===== src/rtl/feistel_decrypt_core.sv =====
// feistel_decrypt_core
// Iterative Feistel decryptor. It undoes the encrypt-side cipher, one round per
// clock, applying rounds ROUNDS-1 down to 0. The round function and key schedule
// are the same ones the encrypt side uses.
//
// Ports
//   clk        rising-edge clock
//   rst        synchronous, active-high reset
//   in_valid   ciphertext and key are present
//   in_ready   core can accept a block (high only in IDLE)
//   in_data    ciphertext {L_N, R_N}, L in the upper half
//   in_key     key {key_hi, key_lo}
//   out_valid  plaintext is present
//   out_ready  downstream accepts the plaintext
//   out_data   plaintext {L_0, R_0}
//   busy       high in RUN or DONE
//   abort      (only with FEISTEL_DEC_ABORT_EN) drops the block in flight
//
// Build option
//   FEISTEL_DEC_ABORT_EN adds the abort input. When abort is high in RUN or
//   DONE, the core returns to IDLE at the next edge and clears out_valid and
//   the round counter. out_data keeps its value. abort takes priority over
//   out_ready and has no effect in IDLE.

module feistel_decrypt_core #(
   parameter int DATA_W = 32,
   parameter int ROUNDS = 16
) (
   input  logic              clk,
   input  logic              rst,
   input  logic              in_valid,
   output logic              in_ready,
   input  logic [DATA_W-1:0] in_data,
   input  logic [DATA_W-1:0] in_key,
   output logic              out_valid,
   input  logic              out_ready,
   output logic [DATA_W-1:0] out_data,
   output logic              busy
`ifdef FEISTEL_DEC_ABORT_EN
   ,
   input  logic              abort
`endif
);

   localparam int HALF = DATA_W / 2;

   typedef enum logic [1:0] {
      IDLE,
      RUN,
      DONE
   } state_t;

   state_t            state_q, state_d;
   logic [HALF-1:0]   l_q, l_d;
   logic [HALF-1:0]   r_q, r_d;
   logic [DATA_W-1:0] key_q, key_d;
   logic [7:0]        cnt_q, cnt_d;
   logic [DATA_W-1:0] out_data_q, out_data_d;
   logic              out_valid_q, out_valid_d;
   logic              in_ready_q, in_ready_d;
   logic              busy_q, busy_d;

   logic [HALF-1:0]   round_key;
   logic [HALF-1:0]   f_out;

   // A rotation by 0 makes the right shift equal to HALF. That shift produces
   // zero, so the OR still returns x unchanged.
   function automatic logic [HALF-1:0] rotl(input logic [HALF-1:0] x, input int amt);
      int s;
      s = amt % HALF;
      return (x << s) | (x >> (HALF - s));
   endfunction

   // Round key for the current round: the size cast zero-extends or truncates
   // the round index to HALF bits.
   always_comb begin
      round_key = rotl(key_q[HALF-1:0], int'(cnt_q)) ^ key_q[DATA_W-1:HALF] ^ HALF'(cnt_q);
      f_out     = rotl(l_q ^ round_key, 3) + round_key;
   end

   // Next-state logic. Outputs are registered, so in_ready and busy are
   // updated together with the state transitions that change them.
   always_comb begin
      state_d     = state_q;
      l_d         = l_q;
      r_d         = r_q;
      key_d       = key_q;
      cnt_d       = cnt_q;
      out_data_d  = out_data_q;
      out_valid_d = out_valid_q;
      in_ready_d  = in_ready_q;
      busy_d      = busy_q;

      case (state_q)
         IDLE: begin
            if (in_valid) begin
               l_d        = in_data[DATA_W-1:HALF];
               r_d        = in_data[HALF-1:0];
               key_d      = in_key;
               cnt_d      = 8'(ROUNDS - 1);
               state_d    = RUN;
               in_ready_d = 1'b0;
               busy_d     = 1'b1;
            end
         end
         RUN: begin
            l_d = r_q ^ f_out;
            r_d = l_q;
            if (cnt_q == 8'd0) begin
               // Round 0 result is the plaintext; capture it straight from the round logic.
               out_data_d  = {r_q ^ f_out, l_q};
               out_valid_d = 1'b1;
               state_d     = DONE;
            end else begin
               cnt_d = cnt_q - 8'd1;
            end
         end
         DONE: begin
            if (out_ready) begin
               out_valid_d = 1'b0;
               state_d     = IDLE;
               in_ready_d  = 1'b1;
               busy_d      = 1'b0;
            end
         end
         default: begin
            state_d     = IDLE;
            out_valid_d = 1'b0;
            in_ready_d  = 1'b1;
            busy_d      = 1'b0;
         end
      endcase

`ifdef FEISTEL_DEC_ABORT_EN
      // Abort overrides whatever RUN or DONE decided this cycle, out_ready included.
      if (abort && (state_q != IDLE)) begin
         state_d     = IDLE;
         out_valid_d = 1'b0;
         cnt_d       = 8'd0;
         in_ready_d  = 1'b1;
         busy_d      = 1'b0;
      end
`endif
   end

   // State and output registers with synchronous reset.
   always_ff @(posedge clk) begin
      if (rst) begin
         state_q     <= IDLE;
         l_q         <= '0;
         r_q         <= '0;
         key_q       <= '0;
         cnt_q       <= '0;
         out_data_q  <= '0;
         out_valid_q <= 1'b0;
         in_ready_q  <= 1'b1;
         busy_q      <= 1'b0;
      end else begin
         state_q     <= state_d;
         l_q         <= l_d;
         r_q         <= r_d;
         key_q       <= key_d;
         cnt_q       <= cnt_d;
         out_data_q  <= out_data_d;
         out_valid_q <= out_valid_d;
         in_ready_q  <= in_ready_d;
         busy_q      <= busy_d;
      end
   end

   assign in_ready  = in_ready_q;
   assign out_valid = out_valid_q;
   assign out_data  = out_data_q;
   assign busy      = busy_q;

endmodule


===== config.mk =====
export PLATFORM = sky130hd
export DESIGN_NAME = feistel_decrypt_core
export DESIGN_NICKNAME = d
export VERILOG_FILES = /design/src/rtl/feistel_decrypt_core.sv
export SDC_FILE = /design/constraint.sdc
export NUM_CORES = 1
export LEC_CHECK = 0
export CAP_MARGIN = 20
export CORE_MARGIN = 1
export CORE_UTILIZATION = 59
export DETAILED_ROUTE_END_ITERATION = 7
export PLACE_DENSITY = 0.84
export SYNTH_ARGS = -nofsm -noshare
export SYNTH_HDL_FRONTEND = slang
export SYNTH_SLANG_ARGS = --single-unit

===== constraint.sdc =====
create_clock -name clk -period 9.7 [get_ports clk]
set_clock_uncertainty 0.2 [all_clocks]
set_input_delay 2.91 -clock clk [delete_from_list [all_inputs] [get_ports clk]]
set_output_delay 2.91 -clock clk [all_outputs]
set_load 0.02 [all_outputs]

Yosys cells after proc, flatten, opt, wreduce, memory -nomap -nowiden
Cells that the tools add are included.
{"block": "totals", "romBits": 0, "wordCells": 57, "latch_bits": 0, "ram_bits": 0, "register_bits": 109, "mem_count": 0, "in_bits": 68}
{"block": "op_classes", "n_mul": 0, "div_mod_pow": 0, "mux": 19, "order_cmp": 0, "bitwise": 8, "n_addsub": 3, "n_reduce_logical": 10, "shifts": 2, "eq_ne": 6}
{"op": "$pmux W16 S2", "count": 2}
{"op": "$xor A16 B16 Y16", "count": 3}
{"op": "$mux W16", "count": 2}
{"op": "$shr A16 B32 Y16", "count": 1}
{"op": "$add A16 B16 Y16", "count": 1}
{"op": "$mux W8", "count": 2}
{"op": "$or A16 B16 Y16", "count": 1}
{"op": "$or A16 B3 Y16", "count": 1}
{"op": "$pmux W8 S2", "count": 1}
{"op": "$shl A16 B4 Y16", "count": 1}
{"op": "$xor A16 B8 Y16", "count": 1}
{"op": "$reduce_and A3 Y1", "count": 4}
{"op": "$pmux W1 S3", "count": 3}
{"op": "$logic_not A8 Y1", "count": 1}
{"op": "$ne A2 B2 Y1 const B", "count": 4}
{"op": "$sub A8 B1 Y8 const B", "count": 1}
{"op": "$mux W2", "count": 3}
{"op": "$pmux W2 S3", "count": 1}
{"op": "$reduce_and A2 Y1", "count": 3}
{"op": "$sub A5 B4 Y6 const A", "count": 1}
{"op": "$mux W1", "count": 5}
{"op": "$eq A2 B1 Y1 const B", "count": 1}
{"op": "$eq A2 B2 Y1 const B", "count": 1}
{"op": "$logic_not A2 Y1", "count": 1}
{"op": "other kinds (2)", "count": 3}

Depth between registers and ports, before layout
Gate-level depths: netlist of the first run.
{"block": "logic_depth", "ltp_word": 10, "mapped_depth": 21, "ltp_nobuf": 18}

Least setup slack after synthesis of the first run
OpenSTA, ideal clock, no wires.
{"block": "synth_timing", "kind": "register to register", "from": "register cnt_q[0]", "to": "register l_q[14]", "synth_period_minus_slack_ns": 4.897, "setup_ns": 0.142, "t_required_ns": 9.358, "slack_ns": 4.803, "stages_incl_launch_ff": 22, "t_arrival_ns": 4.555, "path_cell_list": "dfxtp_1 buf_2 inv_2 buf_2 ha_1 buf_2 buf_2 mux4_2 nand2_1 o31a_1 o22ai_1 a31oi_1 xnor2_1 ha_1 fa_1 a21o_1 a21oi_1 o21bai_1 a21oi_1 o211ai_1 a2111oi_0 a2111oi_0"}
{"block": "synth_between", "elab_chain_cells": 10, "elab_cells_between_ends": 11}
{"element": "from (decl)", "line_no": "57", "source": "logic [7:0] cnt_q, cnt_d;"}
{"element": "from (signal assigned)", "line_no": "163", "source": "cnt_q <= cnt_d;"}
{"element": "$sub A5 B4 Y6", "line_no": "71", "source": "return (x << s) | (x >> (HALF - s));"}
{"element": "$shr A16 B32 Y16", "line_no": "71"}
{"element": "$or A16 B16 Y16", "line_no": "71"}
{"element": "$xor A16 B16 Y16", "line_no": "77", "source": "round_key = rotl(key_q[HALF-1:0], int'(cnt_q)) ^ key_q[DATA_W-1:HALF] ^ HALF'(cnt_q);"}
{"element": "$xor A16 B8 Y16 *", "line_no": "77"}
{"element": "$xor A16 B16 Y16", "line_no": "78", "source": "f_out = rotl(l_q ^ round_key, 3) + round_key;"}
{"element": "$or A16 B3 Y16", "line_no": "71"}
{"element": "$add A16 B16 Y16 *", "line_no": "78"}
{"element": "$xor A16 B16 Y16 *", "line_no": "107", "source": "l_d = r_q ^ f_out;"}
{"element": "$pmux W16 S2 *", "line_no": "94", "source": "case (state_q)"}
{"element": "to (signal assigned)", "line_no": "160", "source": "l_q <= l_d;"}
{"element": "to (decl)", "line_no": "54", "source": "logic [HALF-1:0] l_q, l_d;"}
Every way passes the cells marked *; elsewhere a longest branch is shown, timed or not.
A chain may end at the register's enable or synchronous reset.

Worst setup path after layout of the first run
{"block": "layout_timing", "from": "register cnt_q[0]", "to": "register out_data_q[30], in the netlist out_data[30]"}
{"block": "layout_between", "elab_chain_cells": 9, "elab_cells_between_ends": 12}
{"element": "$sub A5 B4 Y6", "line_no": "71"}
{"element": "$shr A16 B32 Y16", "line_no": "71"}
{"element": "$or A16 B16 Y16", "line_no": "71"}
{"element": "$xor A16 B16 Y16", "line_no": "77"}
{"element": "$xor A16 B8 Y16", "line_no": "77"}
{"element": "$xor A16 B16 Y16", "line_no": "78"}
{"element": "$or A16 B3 Y16", "line_no": "71"}
{"element": "$add A16 B16 Y16", "line_no": "78"}
{"element": "$xor A16 B16 Y16", "line_no": "111", "source": "out_data_d = {r_q ^ f_out, l_q};"}
{"element": "to (signal assigned)", "line_no": "164", "source": "out_data_q <= out_data_d;"}
{"element": "to (decl)", "line_no": "58", "source": "logic [DATA_W-1:0] out_data_q, out_data_d;"}
Parallel ways exist; a longest one is shown, timed or not.

==> flow_summary.toml, run 1 <==
[global_route]
grt_max_degree = 73
grt_pass1_wl_mm = 33.11
grt_use_met3 = 0.07830
use_met1 = 0.5224
antenna_found_initial = 0
grt_busiest_layer = "met2"
grtUsageTotal = 0.3684
grt_pass1_vias = 6210
overflow = 0
grt_use_met2 = 0.5499

[placement]
dp_hpwl_mm = 14.82
place_congestion = 0.9730
port_buffers = 102
place_inst = 1027

[timing]
setup_viol = 0
grt_setup_unrepaired = "no"
hold_viol_final = 0
fin_setup_tns_ns = 0
slew_violations = 0
worstMarginPinSlew_ns = 0.9999
slew_headroom = 0.3315
post-route-period-util = 0.6513
fmax_mhz = 158.3
fin_crit_ns = 6.318

[synthesis]
synth_top_cell_by_area = "dfxtp_1"
yosysMostFrequentCell = "nand2_1"
ys_types = 63
yosysWarnings = 0
yosysSeqAreaShare = 0.3237
ys.flop_type = "dfxtp_1"
synth_edf_count = 0
ys_seq_elements = 109
synthTopCellsByArea = "dfxtp_1 (32%), nand2_1 (9.8%), a21oi_1 (7.4%), mux2i_1 (6.8%), xor2_1 (4.7%)"
synth.cell_area_um2 = 6740
syn_nets = 920
yosysTopAreaCellShare = 0.3237
synthTopCellsByCount = "nand2_1 (176), dfxtp_1 (109), a21oi_1 (100), nor2_1 (53), mux2i_1 (46)"
async_reset_ff_frac = 0
syn_inst = 835
synth.avg_cell_area_um2 = 8.072

[clock_network]
cts_resized = 0
tritoncts = "built"
root_buffer = "clkbuf_16"
cts_buffer_depth = 2
cts_made_buffers = 9
postCtsHoldBufs = 0
clkSinkCount = 109
post_cts_buffers = 0
htreeDepth = 3
clkTransAtPathRegs_ns = 0.08
clk_latency_ns = 0.37

[power]
leakagePower_nw = 3.028
peakVddDrop_mv = 0.2079
power_density_nw_per_um2 = 289.3

[layout]
area_growth_pct = 19.51
layoutNonFillerInstCount = 1043
seqCellArea_um2 = 2182
fin_nets = 983
fillers = 846
drive_above_1_share = 0.05869
antenna_cells = 0
multi_input_area_um2 = 4273

[hold_path]
hold_path_depth = 2
hold_path.class = "flop to flop"

[status]
status = "complete, no violations"

[die]
dieArea_um2 = 11860
initial_core_util = 0.6137
core_um2 = 10980
fp.dieW_um = 108.9
ios = 103
dieHeight_um = 108.9
row_count = 38

[worst_setup_path]
r2r_start = "cnt_q[0]$_SDFFE_PP0P_"
slowest_delay_ns = 0.97
cp-startpoint = "cnt_q[0]$_SDFFE_PP0P_"
path_cells = "buf_4, inv_2, ha_1, mux2i_1, mux2i_1, mux2i_1, o22ai_1, a31oi_1, xnor2_1, ha_1, fa_1, a21o_1, a21oi_1, o21bai_1, a21oi_1, o211ai_1, a2111oi_0, nor4_1"
worst_path_max_delay_cell = "ha_1"
crit_path_end_kind = "flop"
endpoint = "out_data[30]$_SDFFE_PP0P_"
ff2ff_path_depth = 18
crit_path_start_kind = "flop"
arrival_ns = 6.34
required_ns = 9.72
critPathKind = "flop to flop"
r2r-end = "out_data[30]$_SDFFE_PP0P_"
cp_common_cell = "mux2i_1"
cp_max_fo = 35
r2r_slack_ns = 3.38

[route]
first_iter_violations = 1142
wl_mm = 20.98
antenna_left = 0
via_per_inst = 6.444
post_drt_wl_per_cell_um = 20.11
vias = 6721
post-route-drc-count = 0
firstDrtPassIters = 6

[run]
max_cap_violations = 0
-- power breakdown --
group          internal, W  switching, W  leakage [nW]
Clock             0.000189      0.000192         0.148
Sequential        0.000508     0.0000871         0.893
Combinational     0.000554      0.000802          1.99
Total              0.00125       0.00108          3.03
-- routing by layer --
metal  vias up  part of all wire
met5         -                 0
met4         0             0.030
met3        61              0.11
met2       433              0.44
met1      3155              0.42
li1       3072                 -
-- stage by stage --
step                        util  power (W)  hold slack (ns)  instance area (µm²)  setup WS, ns
final                     0.7334   0.002331           0.2598                 8055         3.382
after global routing      0.7334   0.002465           0.2711                 8055         3.178
after CTS                 0.7334   0.002295           0.2579                 8055         3.694
after detailed placement  0.7060   0.001911           0.2471                 7754         3.709
after global placement    0.7049   0.001871           0.2430                 7742         4.087
after floorplan                -   0.001585           0.2478                 6740         4.803
-- worst min path at each step --
stage                             start                  endpoint  slack (ns)
2_1_floorplan    key_q[20]$_SDFFE_PP0P_    key_q[20]$_SDFFE_PP0P_        0.25
6_report       out_data[9]$_SDFFE_PP0P_  out_data[9]$_SDFFE_PP0P_        0.26
5_1_grt        out_data[6]$_SDFFE_PP0P_  out_data[6]$_SDFFE_PP0P_        0.27
3_3_place_gp   out_data[9]$_SDFFE_PP0P_  out_data[9]$_SDFFE_PP0P_        0.24
3_5_place_dp   out_data[6]$_SDFFE_PP0P_  out_data[6]$_SDFFE_PP0P_        0.25
4_1_cts        out_data[6]$_SDFFE_PP0P_  out_data[6]$_SDFFE_PP0P_        0.26
-- final cells by class --
cell class / count / share of cell area
clock buffers: 10 / 0.02967
inverters: 9 / 0.004194
multi-input cells: 658 / 0.5304
clock inverters: 6 / 0.007766
well taps: 140 / 0.02175
repair buffers: 111 / 0.1353
flip-flops and latches: 109 / 0.2709
-- critical path, delay by kind of cell, from the launching register on --
family | cells | cell delay (ns)
AO/OA/AOI/OAI | 8 | 2.34
XOR/XNOR | 1 | 0.15
adder cells (fa/ha/maj) | 3 | 1.63
buffers and inverters | 2 | 0.67
flip-flops | 1 | 0.31
multiplexers | 3 | 0.72
AND/OR/NAND/NOR | 1 | 0.13
-- state kept, by name, summed over array words and instances, names as in the netlist --
register and cells:
out_data 32, key_q 32, cnt_q 8, in_ready 1
out_valid 1, l_q 16, r_q 16, state_q 2
busy 1
-- cell usage in the layout, fill, tap and decap left out, drive strengths merged, types with 3 or more instances in the layout --
cell           instances
a31oi                  6
o21bai                 6
xnor2                 34
o21ai                 14
nand2                176
clkdlybuf4s50        101
nor2b                  3
a2111oi                3
a22oi                 16
o21a                   3
xor2                  37
dfxtp                109
inv                   12
and3                   6
a21oi                100
a311oi                 6
o211ai                 4
clkinv                 3
nand3                  9
a31o                   6
a21o                   6
nand2b                 8
ha                    16
buf                   10
clkbuf                10
or2                    4
mux4                  12
mux2                   4
nor2                  53
nor3                  18
o22ai                 10
a211oi                26
mux2i                 47
-- cell families after synthesis --
family / count (synthesis) / synth area share
and+or+nand+nor: 288 / 0.1806
AOI/OAI and AO/OA: 218 / 0.2038
DFF: 109 / 0.3237
xor gates and xnor gates: 72 / 0.09690
buffers and inverters: 68 / 0.04381
muxes: 63 / 0.1184
adders and majority gates: 17 / 0.03267
Power figures use the tool's default switching activity.
==> inputs of run 2 (changes only) <==
--- a/config.mk
+++ b/config.mk
@@ -7,9 +7,9 @@
 export LEC_CHECK = 0
 export CAP_MARGIN = 20
 export CORE_MARGIN = 1
-export CORE_UTILIZATION = 59
+export CORE_UTILIZATION = 55
 export DETAILED_ROUTE_END_ITERATION = 7
-export PLACE_DENSITY = 0.84
+export PLACE_DENSITY = 0.79
 export SYNTH_ARGS = -nofsm -noshare
 export SYNTH_HDL_FRONTEND = slang
 export SYNTH_SLANG_ARGS = --single-unit
==> constraint.sdc (replaced) <==
create_clock -name clk -period 5.9 [get_ports clk]
set_clock_uncertainty 0.2 [all_clocks]
set_input_delay 1.77 -clock clk [delete_from_list [all_inputs] [get_ports clk]]
set_output_delay 1.77 -clock clk [all_outputs]
set_load 0.02 [all_outputs]
==> run 2 against run 1 <==
Net effect: first-iteration DRC count fell by 32%; global-route usage shrank 3.1 points; worst hold slack improved by 0.0020 ns; critical path depth decreased by 1; utilization shrank 5.4 points; non-clock buffer count increased by 7; worst setup slack got worse by 3.0 ns; via count decreased by 1.2%; count of clock-buffer cells in the layout shrank 1; sequential power is 64% higher; final area increased by 0.89%; largest power group unchanged.
==> flow_summary.toml, run 2 (synthesis gave the netlist of run 1 again) <==
[status]
status = "complete, no violations"

[worst_setup_path]
path_cells = "inv_2, ha_1, mux2i_1, mux2i_1, mux2i_1, o22ai_1, a31oi_1, xnor2_1, ha_1, fa_1, a21o_1, a21oi_1, o21bai_1, a21oi_1, o211ai_1, a2111oi_0, a2111oi_0"
slowest_delay_ns = 0.82
required_ns = 5.89
critPathKind = "flop to flop"
r2r-end = "l_q[14]$_SDFFE_PP0P_"
r2r_start = "cnt_q[0]$_SDFFE_PP0P_"
ff2ff_path_depth = 17
crit_path_start_kind = "flop"
worst_path_max_delay_cell = "ha_1"
arrival_ns = 5.47
critPathTopFamily = "compound AO/OA/AOI/OAI gates"
cp_num_buf_inv = 1
cp_max_fo = 17
cp_common_cell = "mux2i_1"
r2r_slack_ns = 0.41
crit_path_end_kind = "flop"

[clock_network]
postCtsHoldBufs = 0
htreeDepth = 3
cts_buffer_depth = 2
clk_latency_ns = 0.36
post_cts_buffers = 0
tritoncts = "built"
root_buffer = "clkbuf_16"
clkTransAtPathRegs_ns = 0.08
cts_made_buffers = 9
cts_resized = 0
clkSinkCount = 109

[hold_path]
hold_path.class = "flop to flop"
hold_path_depth = 2
min-delay-start = "out_data[8]$_SDFFE_PP0P_"
hold_end = "out_data[8]$_SDFFE_PP0P_"

[global_route]
grt_pass1_wl_mm = 33.43
overflow = 0
antenna_found_initial = 0
grtUsageTotal = 0.3375
grt_max_degree = 111
grt_pass1_vias = 6250

[placement]
place_congestion = 0.9823
place_inst = 1040
port_buffers = 102
dp_hpwl_mm = 14.91

[power]
p_clk_frac = 0.161
leakagePower_nw = 3.065
peakVddDrop_mv = 0.3084
power_w = 0.003854
power_density_nw_per_um2 = 474.2
p_seq_frac = 0.254
p_int_w = 0.002066
p_sw_w = 0.001788
power_frac_comb = 0.585
p_sw_frac = 0.4639

[layout]
drive_above_1_share = 0.06593
fin_nets = 990
final_cell_mix = "nand2_1 (176), dfxtp_1 (109), clkdlybuf4s50_1 (101)"
final_core_util = 0.6794
layoutNonFillerInstCount = 1057
layout_commonest_cell = "nand2_1"
antenna_cells = 0
area_growth_pct = 20.57

[route]
first_iter_violations = 779
antenna_left = 0
post-route-drc-count = 0
firstDrtPassIters = 5
via_per_inst = 6.283
post_drt_wl_per_cell_um = 19.78
vias = 6641
wl_mm = 20.91

[die]
ios = 103
core_um2 = 11960
dieArea_um2 = 12700
row_count = 40
initial_core_util = 0.5635
fp.dieW_um = 112.7
dieHeight_um = 112.7

[timing]
worstMarginPinSlew_ns = 0.9792
slew_violations = 0
fin_crit_ns = 5.488
post-route-period-util = 0.9301
whs_ns = 0.2618
hold_viol_final = 0
slew_headroom = 0.3472
fin_setup_tns_ns = 0
grt_setup_unrepaired = "no"
setup_viol = 0
fmax_mhz = 182.2

[run]
max_cap_violations = 0
==> run 2: cell count changes in the layout (fill, tap and decap cells not counted), sizes merged <==
cell    before  now
buf         10   17
clkbuf      10    9
clkinv       3    4
==> run 2: cell type report <==
type                            count  area (µm²)
Inverter                            9       33.78
Sequential cell                   109        2182
Multi-Input combinational cell    658        4273
Fill cell                        1003        3835
Timing Repair Buffer              118        1151
Clock buffer                        9       225.2
Tap cell                          147       183.9
Clock inverter                      7       77.57
==> run 2: routing by layer <==
| layer | GRT usage | vias up | share of wire | wire length [µm] |
|---|---|---|---|---|
| met5 | 0 | - | 0 | 0 |
| met1 | 0.4949 | 3158 | 0.45 | 9441 |
| met4 | 0.1058 | 0 | 0.024 | 501 |
| met2 | 0.5008 | 352 | 0.44 | 9118 |
| met3 | 0.06213 | 39 | 0.088 | 1847 |
| li1 | - | 3092 | - | - |
==> run 2: metrics by stage <==
step / area [µm²] / worst slack [ns]
after floorplan: 6740 / 1.003
after global placement: 7804 / 0.8414
after detailed placement: 7804 / 0.5147
after CTS: 8107 / 0.4896
after global routing: 8127 / 0.03625
final: 8127 / 0.4125
==> run 2: power groups by stage <==
stage	logic, W	registers [W]	clock network, W
CTS	0.00221	0.000971	0.000633
global placement	0.00213	0.000986	0
finish	0.00225	0.000977	0.000622
detailed placement	0.00219	0.000987	0
floorplan	0.00166	0.000949	0
global route	0.00244	0.000986	0.000658
==> run 2: worst max-delay path by stage <==
stage	startpoint	cells after the start	slack, ns	end
CTS	cnt_q[0]$_SDFFE_PP0P_	17	0.49	l_q[14]$_SDFFE_PP0P_
finish	cnt_q[0]$_SDFFE_PP0P_	17	0.41	l_q[14]$_SDFFE_PP0P_
global placement	cnt_q[0]$_SDFFE_PP0P_	17	0.84	out_data[30]$_SDFFE_PP0P_
detailed placement	cnt_q[0]$_SDFFE_PP0P_	17	0.51	l_q[14]$_SDFFE_PP0P_
floorplan	cnt_q[0]$_SDFFE_PP0P_	21	1.00	l_q[14]$_SDFFE_PP0P_
global route	cnt_q[0]$_SDFFE_PP0P_	17	0.04	l_q[14]$_SDFFE_PP0P_
==> run 2: worst register-to-register path: stages (launching register included) <==
cell and delay, ns:
dfxtp_1 0.49, inv_2 0.07, ha_1 0.82, mux2i_1 0.37, mux2i_1 0.15, mux2i_1 0.22, o22ai_1 0.11, a31oi_1 0.21
xnor2_1 0.15, ha_1 0.25, fa_1 0.42, a21o_1 0.20, a21oi_1 0.22, o21bai_1 0.09, a21oi_1 0.53, o211ai_1 0.21
a2111oi_0 0.48, a2111oi_0 0.12
==> inputs of run 3 (changes only) <==
--- a/config.mk
+++ b/config.mk
@@ -9,7 +9,7 @@
 export CORE_MARGIN = 1
 export CORE_UTILIZATION = 55
 export DETAILED_ROUTE_END_ITERATION = 7
-export PLACE_DENSITY = 0.79
+export PLACE_DENSITY = 0.83
 export SYNTH_ARGS = -nofsm -noshare
 export SYNTH_HDL_FRONTEND = slang
 export SYNTH_SLANG_ARGS = --single-unit
==> run 3 against run 2 <==
Net effect: worst hold slack worse by 0.0041 ns; utilization about the same; non-clock buffer count decreased by 1; cell count about the same; final area is essentially flat; largest cell class unchanged; die area unchanged; register-to-register slack better by 0.12 ns.
==> flow_summary.toml, run 3 (synthesis gave the netlist of run 1 again) <==
[global_route]
grt_pass1_vias = 5986
overflow = 0
grt_max_degree = 111
grt_pass1_wl_mm = 30.97
antenna_found_initial = 0
grtUsageTotal = 0.3114

[power]
leakagePower_nw = 3.067
power_density_nw_per_um2 = 468.9
power_w = 0.003812
peakVddDrop_mv = 0.2052

[die]
initial_core_util = 0.5635
fp.dieW_um = 112.7
dieArea_um2 = 12700
core_um2 = 11960
row_count = 40
ios = 103
dieHeight_um = 112.7

[timing]
fin_setup_tns_ns = 0
post-route-period-util = 0.9106
fmax_mhz = 186.1
grt_setup_unrepaired = "no"
hold_viol_final = 0
slew_headroom = 0.2548
slew_violations = 0
whs_ns = 0.2577
worstMarginPinSlew_ns = 1.118
fin_crit_ns = 5.372
setup_viol = 0

[clock_network]
clkTransAtPathRegs_ns = 0.07
clk_latency_ns = 0.37
htreeDepth = 3
cts_buffer_depth = 2
clkSinkCount = 109
tritoncts = "built"
post_cts_buffers = 0
postCtsHoldBufs = 0
cts_resized = 0
cts_made_buffers = 9
root_buffer = "clkbuf_16"

[route]
via_per_inst = 6.112
wl_mm = 19.41
firstDrtPassIters = 5
antenna_left = 0
vias = 6454
post_drt_wl_per_cell_um = 18.38
first_iter_violations = 654
post-route-drc-count = 0

[worst_setup_path]
arrival_ns = 5.37
required_ns = 5.90
crit_path_end_kind = "flop"
critPathKind = "flop to flop"
crit_path_start_kind = "flop"
cp_max_fo = 17

[layout]
area_growth_pct = 20.61
layoutNonFillerInstCount = 1056
fin_nets = 989
final_cell_mix = "nand2_1 (176), dfxtp_1 (109), clkdlybuf4s50_1 (101)"
final_core_util = 0.6796
antenna_cells = 0
layout_commonest_cell = "nand2_1"
drive_above_1_share = 0.06491

[placement]
port_buffers = 102
place_inst = 1039
place_congestion = 0.9613
dp_hpwl_mm = 13.83

[hold_path]
hold_path.class = "flop to flop"

[status]
status = "complete, no violations"

[run]
max_cap_violations = 0
==> run 3: cell count changes in the layout (fill, tap and decap cells not counted), sizes merged <==
cell,change
buf,-2
clkbuf,+2
bufinv,+1
clkinv,-1
inv,-1
==> run 3: path summary, 6_finish.rpt <==
| kind | start | end | slack (ns) | depth (start not counted) |
|---|---|---|---|---|
| max | cnt_q[0]$_SDFFE_PP0P_ | out_data[30]$_SDFFE_PP0P_ | 0.53 | 16 |
| min | out_data[10]$_SDFFE_PP0P_ | out_data[10]$_SDFFE_PP0P_ | 0.26 | 2 |
| max reg2reg | cnt_q[0]$_SDFFE_PP0P_ | out_data[30]$_SDFFE_PP0P_ | 0.53 | 16 |
| min reg2reg | out_data[10]$_SDFFE_PP0P_ | out_data[10]$_SDFFE_PP0P_ | 0.26 | 2 |
==> run 3: layer usage <==
metal	track usage	routed length, µm	vias up
li1	-	-	3077
met1	0.4311	8597	3003
met2	0.4539	8296	318
met3	0.08141	1843	56
met4	0.1422	676	0
met5	0	0	-
==> run 3: power breakdown <==
group | switching (W) | internal (W)
Clock | 0.000283 | 0.000345
Combinational | 0.00129 | 0.000922
Sequential | 0.000135 | 0.000836
==> run 3: area by class of cell <==
cell class | instances | area [µm²]
inverter | 9 | 33.78
clock inverter | 6 | 68.82
clock buffer | 10 | 239.0
sequential | 109 | 2182
timing repair buffer | 117 | 1149
multi-input combinational | 658 | 4273
tap | 147 | 183.9
fill | 969 | 3832
==> run 3: critical path: stages (launching register included) <==
cell and delay (ns):
dfxtp_1 0.32, inv_2 0.33, ha_1 0.52, xor2_2 0.63, mux2i_1 0.33, o22ai_1 0.11, a31oi_1 0.20, xnor2_1 0.14
ha_1 0.25, fa_1 0.41, a21o_1 0.20, a21oi_1 0.21, o21bai_1 0.09, a21oi_1 0.53, o211ai_1 0.22, a2111oi_0 0.41
nor4_1 0.10
==> run 3: per-stage QoR <==
| stage | worst slack, ns | area (µm²) |
|---|---|---|
| finish | 0.5276 | 8129 |
| detailed placement | 0.6441 | 7796 |
| floorplan | 1.003 | 6740 |
| global route | 0.1503 | 8129 |
| CTS | 0.6455 | 8104 |
| global placement | 0.7881 | 7796 |
